`src/rtl/nios_system_sysid_arbiter.sv`:
```
// Round-robin arbiter sharing the system-ID slave between two requesters, with
// programmable read latency, per-requester read data and a sticky ID-mismatch flag.
module nios_system_sysid_arbiter #(
    parameter int unsigned READ_LATENCY = 1,
    parameter logic [31:0] EXPECTED_ID  = 32'hF0F0F0F0
) (
    input  logic        clock,
    input  logic        reset,
    input  logic        req0,
    input  logic        addr0,
    output logic        ack0,
    output logic [31:0] rdata0,
    input  logic        req1,
    input  logic        addr1,
    output logic        ack1,
    output logic [31:0] rdata1,
    output logic        sysid_address,
    input  logic [31:0] sysid_readdata,
    output logic        busy,
    output logic        id_mismatch
);

    generate
        if (READ_LATENCY < 1 || READ_LATENCY > 15) begin : g_bad_latency
            $error("READ_LATENCY must be in the range 1..15");
        end
    endgenerate

    typedef enum logic [1:0] {
        IDLE = 2'd0,
        ADDR = 2'd1,
        RESP = 2'd2
    } state_t;

    localparam logic [3:0] LAT_LOAD = 4'(READ_LATENCY - 1);

    state_t      state_reg;
    state_t      state_next;
    logic        gnt_id_reg;
    logic        gnt_addr_reg;
    logic        last_grant_reg;
    logic [3:0]  lat_cnt_reg;
    logic        id_mismatch_reg;
    logic [31:0] rdata_reg [2];
    logic [1:0]  req_vec;
    logic [1:0]  ack_vec;
    logic        grant_valid;
    logic        grant_id;
    logic        grant_addr;
    logic        capture;

    assign req_vec     = {req1, req0};
    assign grant_valid = |req_vec;
    // On contention the port that did not win last time gets the slave.
    assign grant_id    = (&req_vec) ? ~last_grant_reg : req1;
    assign grant_addr  = grant_id ? addr1 : addr0;
    assign capture     = (state_reg == ADDR) && (lat_cnt_reg == 4'd0);

    always_ff @(posedge clock) begin
        if (reset) begin
            state_reg <= IDLE;
        end else begin
            state_reg <= state_next;
        end
    end

    always_comb begin
        state_next = state_reg;
        case (state_reg)
            IDLE:    if (grant_valid) state_next = ADDR;
            ADDR:    if (lat_cnt_reg == 4'd0) state_next = RESP;
            RESP:    state_next = IDLE;
            default: state_next = IDLE;
        endcase
    end

    always_comb begin
        ack_vec       = 2'b00;
        sysid_address = 1'b0;
        busy          = (state_reg != IDLE);
        if (state_reg == ADDR) begin
            sysid_address = gnt_addr_reg;
        end
        if (state_reg == RESP) begin
            ack_vec[gnt_id_reg] = 1'b1;
        end
    end

    always_ff @(posedge clock) begin
        if (reset) begin
            gnt_id_reg      <= 1'b0;
            gnt_addr_reg    <= 1'b0;
            last_grant_reg  <= 1'b1;
            lat_cnt_reg     <= 4'd0;
            id_mismatch_reg <= 1'b0;
        end else begin
            if (state_reg == IDLE && grant_valid) begin
                gnt_id_reg     <= grant_id;
                gnt_addr_reg   <= grant_addr;
                last_grant_reg <= grant_id;
                lat_cnt_reg    <= LAT_LOAD;
            end else if (state_reg == ADDR && lat_cnt_reg != 4'd0) begin
                lat_cnt_reg <= lat_cnt_reg - 4'd1;
            end
            // Only the ID word is checked; timestamp reads never touch the flag.
            if (capture && !gnt_addr_reg && sysid_readdata != EXPECTED_ID) begin
                id_mismatch_reg <= 1'b1;
            end
        end
    end

    genvar gi;
    generate
        for (gi = 0; gi < 2; gi++) begin : g_port
            always_ff @(posedge clock) begin
                if (reset) begin
                    rdata_reg[gi] <= 32'd0;
                end else if (capture && gnt_id_reg == 1'(gi)) begin
                    rdata_reg[gi] <= sysid_readdata;
                end
            end
        end
    endgenerate

    assign ack0        = ack_vec[0];
    assign ack1        = ack_vec[1];
    assign rdata0      = rdata_reg[0];
    assign rdata1      = rdata_reg[1];
    assign id_mismatch = id_mismatch_reg;

endmodule
```
`config.mk`:
```
export PLATFORM = sky130hd
export DESIGN_NAME = nios_system_sysid_arbiter
export DESIGN_NICKNAME = d
export VERILOG_FILES = /design/src/rtl/nios_system_sysid_arbiter.sv
export SDC_FILE = /design/constraint.sdc
export NUM_CORES = 1
export LEC_CHECK = 0
export BUFFER_PORTS_ARGS = -buffer_cell sky130_fd_sc_hd__buf_2
export CORE_MARGIN = 2
export CORE_UTILIZATION = 44
export DETAILED_ROUTE_END_ITERATION = 16
export PLACE_DENSITY_LB_ADDON = 0.1
export SLEW_MARGIN = 20
export SYNTH_ARGS = -nofsm -noshare
export SYNTH_HDL_FRONTEND = slang
export SYNTH_SLANG_ARGS = --single-unit
```
`constraint.sdc`:
```
create_clock -name clock -period 2.45 [get_ports clock]
set_input_delay 0.49 -clock clock [delete_from_list [all_inputs] [get_ports clock]]
set_output_delay 0.49 -clock clock [all_outputs]
set_load 0.01 [all_outputs]
```
==> flow_summary.json, run 1 <==
{
  "grt_first_pass_wirelength_um": 9328,
  "cts_resized": 0,
  "synthCells": 200,
  "setup_viol": 0,
  "grt_pass1_vias": 1886,
  "grt_setup_unrepaired": "false",
  "yosysUniqueCellTypes": 40,
  "min-delay-start": "id_mismatch",
  "fmaxAchievable_ghz": 0.5013,
  "die_h_um": 85.68,
  "synthTopCellsByCount": "and2_1 (65), edfxtp_1 (64), dfxtp_1 (10)",
  "cp_max_fo": 32,
  "synth_simple_gate_area_share_pct": 21.18,
  "ys_ff_latch": 74,
  "start_util_pct": 45.96,
  "cts-htree-levels": 3,
  "yosys_warnings": 0,
  "grt_usage_pct": 16.96,
  "synth_edf_count": 64,
  "design.core.area_sq_um": 6386,
  "required_ns": 2.40,
  "synthArstFlopShare_pct": 0,
  "dp_hpwl_um": 4210,
  "cts_hold_buf": 0,
  "critPathKind": "reg2reg",
  "synth_top_flop_cell": "edfxtp_1",
  "cts_tree": "done",
  "maxSlewHeadroom_pct": 36.56,
  "syn2layout_area_growth_pct": 26.98,
  "clkLatencyLatePin_ns": 0.33,
  "grt_max_degree": 33,
  "drtPass1Iterations": 4,
  "cts_setup_buffers": 0,
  "r2r_setup_slack_ns": 0.46,
  "hp-class": "reg2reg",
  "numCtsBuffers": 9,
  "fin_ws_ns": 0.4551,
  "worstSetupStartpoint": "state_reg[1]",
  "status": "completed",
  "drt-vias-per-instance": 4.934,
  "skew_ns": 0.008684,
  "drc": 0,
  "syn_nets": 239,
  "nets": 352,
  "synthAdderAreaFrac_pct": 0.4263,
  "largest_reg_flops": 64,
  "period_share_pct": 81.42,
  "tightestPinTransition_ns": 0.9491,
  "synth_largest_area_cell": "edfxtp_1",
  "dieArea_sq_um": 7340,
  "fin_tns_setup_ns": 0,
  "root_buffer": "clkbuf_8",
  "drv_cap": 0,
  "drtAntennaViolNets": 0,
  "clkTransAtPathRegs_ns": 0.07,
  "nFillCells": 553,
  "io_pins": 107,
  "final_hold_viol_count": 0,
  "grt_overflow": 0,
  "mappedNetlistArea_sq_um": 2935,
  "drive_above_1_share_pct": 41.14,
  "crit_path_end_kind": "flop",
  "antenna_found_initial": 0,
  "fp-row-count": 29,
  "synth_top_family_by_area": "simple AND/OR/NAND/NOR gates",
  "power_density_nw_per_um2": 675.1,
  "routed_wl_um": 6031,
  "dp_slack_ns": 0.4246,
  "gp_congestion": 0.7247,
  "p_leak_nw": 1.624,
  "synthTopCellsByArea": "edfxtp_1 (65%), and2_1 (14%), dfxtp_1 (6.8%), nor2_1 (0.77%), nor3_1 (0.68%)",
  "r2r-start": "state_reg[1]",
  "reg2reg_to": "rdata_reg[0][27]",
  "syn_area_per_cell_sq_um": 14.68,
  "synth-seq-area-share_pct": 72.29,
  "wl_per_cell_um": 15.35,
  "synth_compound_area_share_pct": 3.325,
  "worstRegToRegCells": 3,
  "hold_ws_ns": 0.4407,
  "clockBufferDepth": 2,
  "peakVddDrop_mv": 0.3283,
  "crit_arrival_ns": 1.95,
  "die_w_um": 85.68,
  "cts.sinks": 74,
  "fin_crit_ns": 1.995,
  "io_buffers": 106,
  "synth_xor_area_share_pct": 0.8951,
  "synth_top_area_share_pct": 65.47,
  "vias": 1939,
  "diodes": 0,
  "synth.most_common_cell": "and2_1",
  "drv_slew": 0,
  "muxShareOfSynthArea_pct": 0.3410,
  "endpoint": "rdata_reg[0][27]",
  "first_iter_violations": 122,
  "cp-start-kind": "flop"
}
-- cell type report --
class                   count  area (sq um)  share of cell area, %
clock buffers              10         127.6                  3.424
flip-flops and latches     74          2122                  56.93
clock inverters             4         21.27                 0.5707
well taps                  77         96.34                  2.585
inverters                   4         15.01                 0.4028
repair buffers            109         553.0                  14.84
multi-input cells         115         792.0                  21.25
-- report_power, final --
| part | internal, mW | total, mW | switching (mW) |
|---|---|---|---|
| Sequential | 1.46 | 1.49 | 0.0276 |
| Combinational | 0.108 | 0.273 | 0.165 |
| Clock | 0.350 | 0.755 | 0.406 |
| Total | 1.92 | 2.52 | 0.598 |
-- critical path, cell delays in order, from the launching register on --
cell	delay (ns)
dfxtp_1	0.33
and2b_2	0.28
nand3_2	0.20
o21bai_4	0.79
-- routing by layer --
| metal | track usage [%] | vias to the layer above | share of wire [%] |
|---|---|---|---|
| met3 | 5.197 | 9 | 6.3 |
| met4 | 6.638 | 0 | 1.5 |
| met5 | 0 | - | 0 |
| li1 | - | 942 | - |
| met1 | 21.64 | 919 | 43 |
| met2 | 27.27 | 69 | 49 |
-- how the worst min path moves through the flow --
stage | slack [ns] | endpoint | cells after the start
floorplan | 0.47 | id_mismatch | 2
global placement | 0.44 | id_mismatch | 2
detailed placement | 0.43 | id_mismatch | 2
CTS | 0.44 | rdata_reg[0][5] | 2
global route | 0.44 | rdata_reg[0][5] | 2
finish | 0.44 | id_mismatch | 2
-- cells by family after synthesis --
group                      count (synthesis)
and+or+nand+nor                           97
muxes                                      1
adders and majority gates                  1
AOI/OAI and AO/OA                         13
xor gates and xnor gates                   3
DFF                                       74
buffers and inverters                     11
-- metrics by stage --
stage / power [mW] / util, % / area (sq um) / instances
after global routing: 2.627 / 58.37 / 3727 / 393
after floorplan: 1.643 / - / 2939 / 200
final: 2.516 / 58.37 / 3727 / 393
after global placement: 1.790 / 56.03 / 3578 / 379
after detailed placement: 1.794 / 56.03 / 3578 / 379
after CTS: 2.546 / 58.37 / 3727 / 393
-- layout by cell type, fill, tap and decap left out, types with 2 or more instances in the layout --
cell      netlist  routed
clkinv_2        0       2
nand4_1         2       2
nand3_1         2       2
and2_1         65      65
nor4_1          2       2
buf_2           0     106
nor3_1          4       4
edfxtp_1       64      64
inv_1           4       4
nor2_1          6       6
clkbuf_8        0       9
xor2_1          2       2
nand4b_1        2       2
dfxtp_1        10      10
buf_4           0       3
a21oi_1         3       3
or4_1           2       2
Note: power is estimated with default switching activity, not from simulation.
==> run 2: changes to the inputs <==
--- a/config.mk
+++ b/config.mk
@@ -7,7 +7,7 @@
 export LEC_CHECK = 0
 export BUFFER_PORTS_ARGS = -buffer_cell sky130_fd_sc_hd__buf_2
 export CORE_MARGIN = 2
-export CORE_UTILIZATION = 44
+export CORE_UTILIZATION = 49
 export DETAILED_ROUTE_END_ITERATION = 16
 export PLACE_DENSITY_LB_ADDON = 0.1
 export SLEW_MARGIN = 20
==> constraint.sdc (replaced) <==
create_clock -name clock -period 2 [get_ports clock]
set_input_delay 0.4 -clock clock [delete_from_list [all_inputs] [get_ports clock]]
set_output_delay 0.4 -clock clock [all_outputs]
set_load 0.01 [all_outputs]
==> flow_summary.json, run 2 (synthesized netlist as in run 1, its figures left out) <==
{
  "required_ns": 1.60,
  "dp_hpwl_um": 3914,
  "post-route-util_pct": 64.84,
  "p_leak_nw": 1.646,
  "maxSlewHeadroom_pct": 78.50,
  "fp-row-count": 28,
  "crit_slowest_cell": "dfxtp_1",
  "cp-start-kind": "flop",
  "drt-vias-per-instance": 4.835,
  "crit_arrival_ns": 1.27,
  "start_util_pct": 50.17,
  "cts_resized": 0,
  "antenna_found_initial": 0,
  "dieArea_sq_um": 6625,
  "skew_ns": 0.01039,
  "crit_buf_inv": 1,
  "drive_above_1_share_pct": 41.38,
  "final_common_cell": "buf_2",
  "io_pins": 107,
  "hp-class": "in2reg",
  "nets": 353,
  "numCtsBuffers": 9,
  "syn2layout_area_growth_pct": 29.24,
  "grt_first_pass_wirelength_um": 8749,
  "grt_max_degree": 33,
  "cts_setup_buffers": 0,
  "cts-htree-levels": 3,
  "clkLatencyLatePin_ns": 0.34,
  "tightestPinTransition_ns": 0.3214,
  "max_stage_delay_ns": 0.36,
  "nFillCells": 462,
  "io_buffers": 106,
  "largest_reg_flops": 64,
  "first_iter_violations": 103,
  "drc": 0,
  "cts.sinks": 74,
  "die_w_um": 81.40,
  "diodes": 0,
  "vias": 1905,
  "grt_setup_unrepaired": "false",
  "path_delay_family": "simple AND/OR/NAND/NOR gates",
  "crit_path_end_kind": "primary output",
  "power_density_nw_per_um2": 857.0,
  "wl_per_cell_um": 15.03,
  "grt_pass1_vias": 1712,
  "fin_tns_setup_ns": 0,
  "layout_common_cells": "buf_2 (106), and2_1 (65), edfxtp_1 (64)",
  "drv_cap": 0,
  "use_met1_pct": 23.94,
  "gp_congestion": 0.7637,
  "fin_crit_ns": 1.673,
  "grt_overflow": 0,
  "final_hold_viol_count": 0,
  "cts_tree": "done",
  "fmaxAchievable_ghz": 0.5978,
  "use_met2_pct": 28.93,
  "routed_wl_um": 5920,
  "busiest_layer": "met2",
  "cp_max_fo": 7,
  "cp_cell_sequence": "and2b_2 > and2_1 > buf_2",
  "setup_viol": 0,
  "use_met3_pct": 3.667,
  "root_buffer": "clkbuf_8",
  "drtPass1Iterations": 4,
  "critPathKind": "reg2out",
  "multi_input_area_sq_um": 779.5,
  "period_share_pct": 83.64,
  "status": "completed",
  "cts_hold_buf": 0,
  "regArea_sq_um": 2122,
  "design.core.area_sq_um": 5851,
  "drtAntennaViolNets": 0,
  "grt_usage_pct": 18.47,
  "drv_slew": 0,
  "peakVddDrop_mv": 0.5665,
  "die_h_um": 81.40,
  "clkTransAtPathRegs_ns": 0.08,
  "clockBufferDepth": 2
}
run 2: cell type report:
type | instances | share of cell area (%)
Clock buffer | 10 | 3.364
Clock inverter | 6 | 1.517
Inverter | 4 | 0.3958
Multi-Input combinational cell | 115 | 20.55
Sequential cell | 74 | 55.94
Tap cell | 75 | 2.474
Timing Repair Buffer | 110 | 15.77
run 2: report_power, final:
group / leakage, nW / switching [mW] / internal, mW
logic: 0.807 / 0.204 / 0.144
clock network: 0.0874 / 0.519 / 0.566
registers: 0.752 / 0.0320 / 1.79
run 2: worst paths after layout:
check	from	endpoint	slack (ns)	depth (start not counted)
setup / recovery	state_reg[1]	sysid_address	0.33	3
hold / removal	sysid_readdata[17]	rdata_reg[1][17]	0.36	2
setup reg to reg	lat_cnt_reg[0]	lat_cnt_reg[1]	0.35	5
hold reg to reg	id_mismatch	id_mismatch	0.46	2
run 2: metrics by stage:
step           instances  hold WS [ns]  area (sq um)  setup slack, ns  power, mW
6_report             394        0.3590          3794           0.3273      3.251
2_1_floorplan        200        0.4689          2939         0.006129      2.012
4_1_cts              394        0.3421          3794           0.3045      3.292
3_3_place_gp         378        0.4377          3608           0.2161      2.201
3_5_place_dp         378        0.4349          3608           0.2042      2.207
5_1_grt              394        0.3472          3794           0.2519      3.400
run 2: routing by layer:
metal | routed length, um | part of all wire [%]
met3 | 417 | 7.0
met4 | 109 | 1.8
met5 | 0 | 0
met2 | 2803 | 47
met1 | 2588 | 44
==> run 3: changes to the inputs <==
--- a/config.mk
+++ b/config.mk
@@ -7,7 +7,7 @@
 export LEC_CHECK = 0
 export BUFFER_PORTS_ARGS = -buffer_cell sky130_fd_sc_hd__buf_2
 export CORE_MARGIN = 2
-export CORE_UTILIZATION = 49
+export CORE_UTILIZATION = 44
 export DETAILED_ROUTE_END_ITERATION = 16
 export PLACE_DENSITY_LB_ADDON = 0.1
 export SLEW_MARGIN = 20
==> constraint.sdc (replaced) <==
create_clock -name clock -period 1.4 [get_ports clock]
set_input_delay 0.28 -clock clock [delete_from_list [all_inputs] [get_ports clock]]
set_output_delay 0.28 -clock clock [all_outputs]
set_load 0.01 [all_outputs]
==> flow_summary.json, run 3 (synthesized netlist as in run 1, its figures left out) <==
{
  "largest_reg_flops": 64,
  "finalNonFillerCells": 450,
  "numCtsBuffers": 9,
  "peakVddDrop_mv": 0.9676,
  "io_pins": 107,
  "die_h_um": 85.68,
  "root_buffer": "clkbuf_8",
  "cts-htree-levels": 3,
  "syn2layout_area_growth_pct": 58.70,
  "clkLatencyLatePin_ns": 0.34,
  "use_met2_pct": 32.39,
  "busiest_layer": "met2",
  "drt-vias-per-instance": 4.867,
  "fin_tns_setup_ns": -13.74,
  "clockBufferDepth": 2,
  "grt_first_pass_wirelength_um": 11060,
  "maxSlewHeadroom_pct": 75.38,
  "start_util_pct": 45.96,
  "die_w_um": 85.68,
  "drc": 0,
  "post-route-util_pct": 72.94,
  "r2r_setup_slack_ns": -0.14,
  "use_met3_pct": 4.235,
  "drv_slew": 0,
  "critPathKind": "reg2out",
  "io_buffers": 106,
  "final_hold_viol_count": 0,
  "design.core.area_sq_um": 6386,
  "dp_hpwl_um": 4397,
  "hp-class": "in2reg",
  "routed_wl_um": 7504,
  "dpl_cell_area_sq_um": 3861,
  "cp_max_fo": 2,
  "status": "finished with violations",
  "dp.cells": 408,
  "gp_congestion": 0.7372,
  "final_common_cell": "buf_2",
  "required_ns": 1.12,
  "fp-row-count": 29,
  "cts_tree": "done",
  "max_stage_delay_ns": 0.33,
  "vias": 2190,
  "finalInstanceArea_sq_um": 4658,
  "tightestPinTransition_ns": 0.3659,
  "grt_overflow": 0,
  "crit_slowest_cell": "dfxtp_2",
  "first_iter_violations": 116,
  "dieArea_sq_um": 7340,
  "grt_setup_unrepaired": "true",
  "period_share_pct": 111.8,
  "p_leak_nw": 2.087,
  "drtAntennaViolNets": 0,
  "drv_cap": 0,
  "skew_ns": 0.01288,
  "antenna_found_initial": 0,
  "diodes": 0,
  "grt_usage_pct": 20.37,
  "path_delay_family": "simple AND/OR/NAND/NOR gates",
  "power_density_nw_per_um2": 1113,
  "crit_path_end_kind": "primary output",
  "drive_above_1_share_pct": 64.34,
  "crit_buf_inv": 2,
  "fin_ws_ns": -0.1645,
  "failed_checks": "setup timing",
  "cp-start-kind": "flop",
  "fin_crit_ns": 1.565,
  "cp_cell_sequence": "and2b_2 > buf_6 > and2_4 > buf_6",
  "grt_pass1_vias": 2134,
  "fmaxAchievable_ghz": 0.6392,
  "clkTransAtPathRegs_ns": 0.08,
  "use_met1_pct": 27.73,
  "drtPass1Iterations": 4,
  "crit_arrival_ns": 1.28,
  "critical_path.most_common_cell": "buf_6",
  "cts.sinks": 74,
  "layout_common_cells": "buf_2 (105), edfxtp_1 (64), and2_4 (35)",
  "dp_slack_ns": -0.4342,
  "grt_max_degree": 20,
  "nets": 408,
  "setup_viol": 135,
  "wl_per_cell_um": 16.68,
  "cts_hold_buf": 0
}
-- run 3: area by class of cell --
cell class              count  area [sq um]
clock inverters             6         82.58
well taps                  77         96.34
fillers                   422          1728
multi-input cells         116         988.4
clock buffers               9         123.9
flip-flops and latches     74          2131
repair buffers            164          1221
inverters                   4         15.01
-- run 3: path summary, 6_finish.rpt --
| path | start | end | depth (start not counted) |
|---|---|---|---|
| setup / recovery | state_reg[1] | sysid_address | 4 |
| hold / removal | sysid_readdata[22] | rdata_reg[0][22] | 2 |
| setup reg to reg | state_reg[1] | rdata_reg[0][1] | 6 |
| hold reg to reg | id_mismatch | id_mismatch | 2 |
-- run 3: power breakdown --
part	switching (mW)	internal, mW	total [mW]
clock	0.777	0.985	1.76
sequential	0.0486	2.55	2.60
combinational	0.388	0.433	0.820
-- run 3: through the flow --
stage	power (mW)	hold slack (ns)
after floorplan	2.879	0.3489
after global placement	3.223	0.4306
after detailed placement	3.230	0.4494
after CTS	5.102	0.2296
after global routing	5.363	0.2424
final	5.183	0.2434
-- run 3: timing repair --
item / CTS / global route
endpoints found under the setup margin: 137 / 138
gates cloned: 6 / 4
gates resized for setup: 40 / 46
buffers inserted: 16 / 7
pin swaps: 21 / 33
-- run 3: per-layer routing --
| layer | routed length (um) | vias up |
|---|---|---|
| li1 | - | 1064 |
| met1 | 3293 | 1049 |
| met2 | 3711 | 69 |
| met3 | 396 | 8 |
| met4 | 103 | 0 |
| met5 | 0 | - |
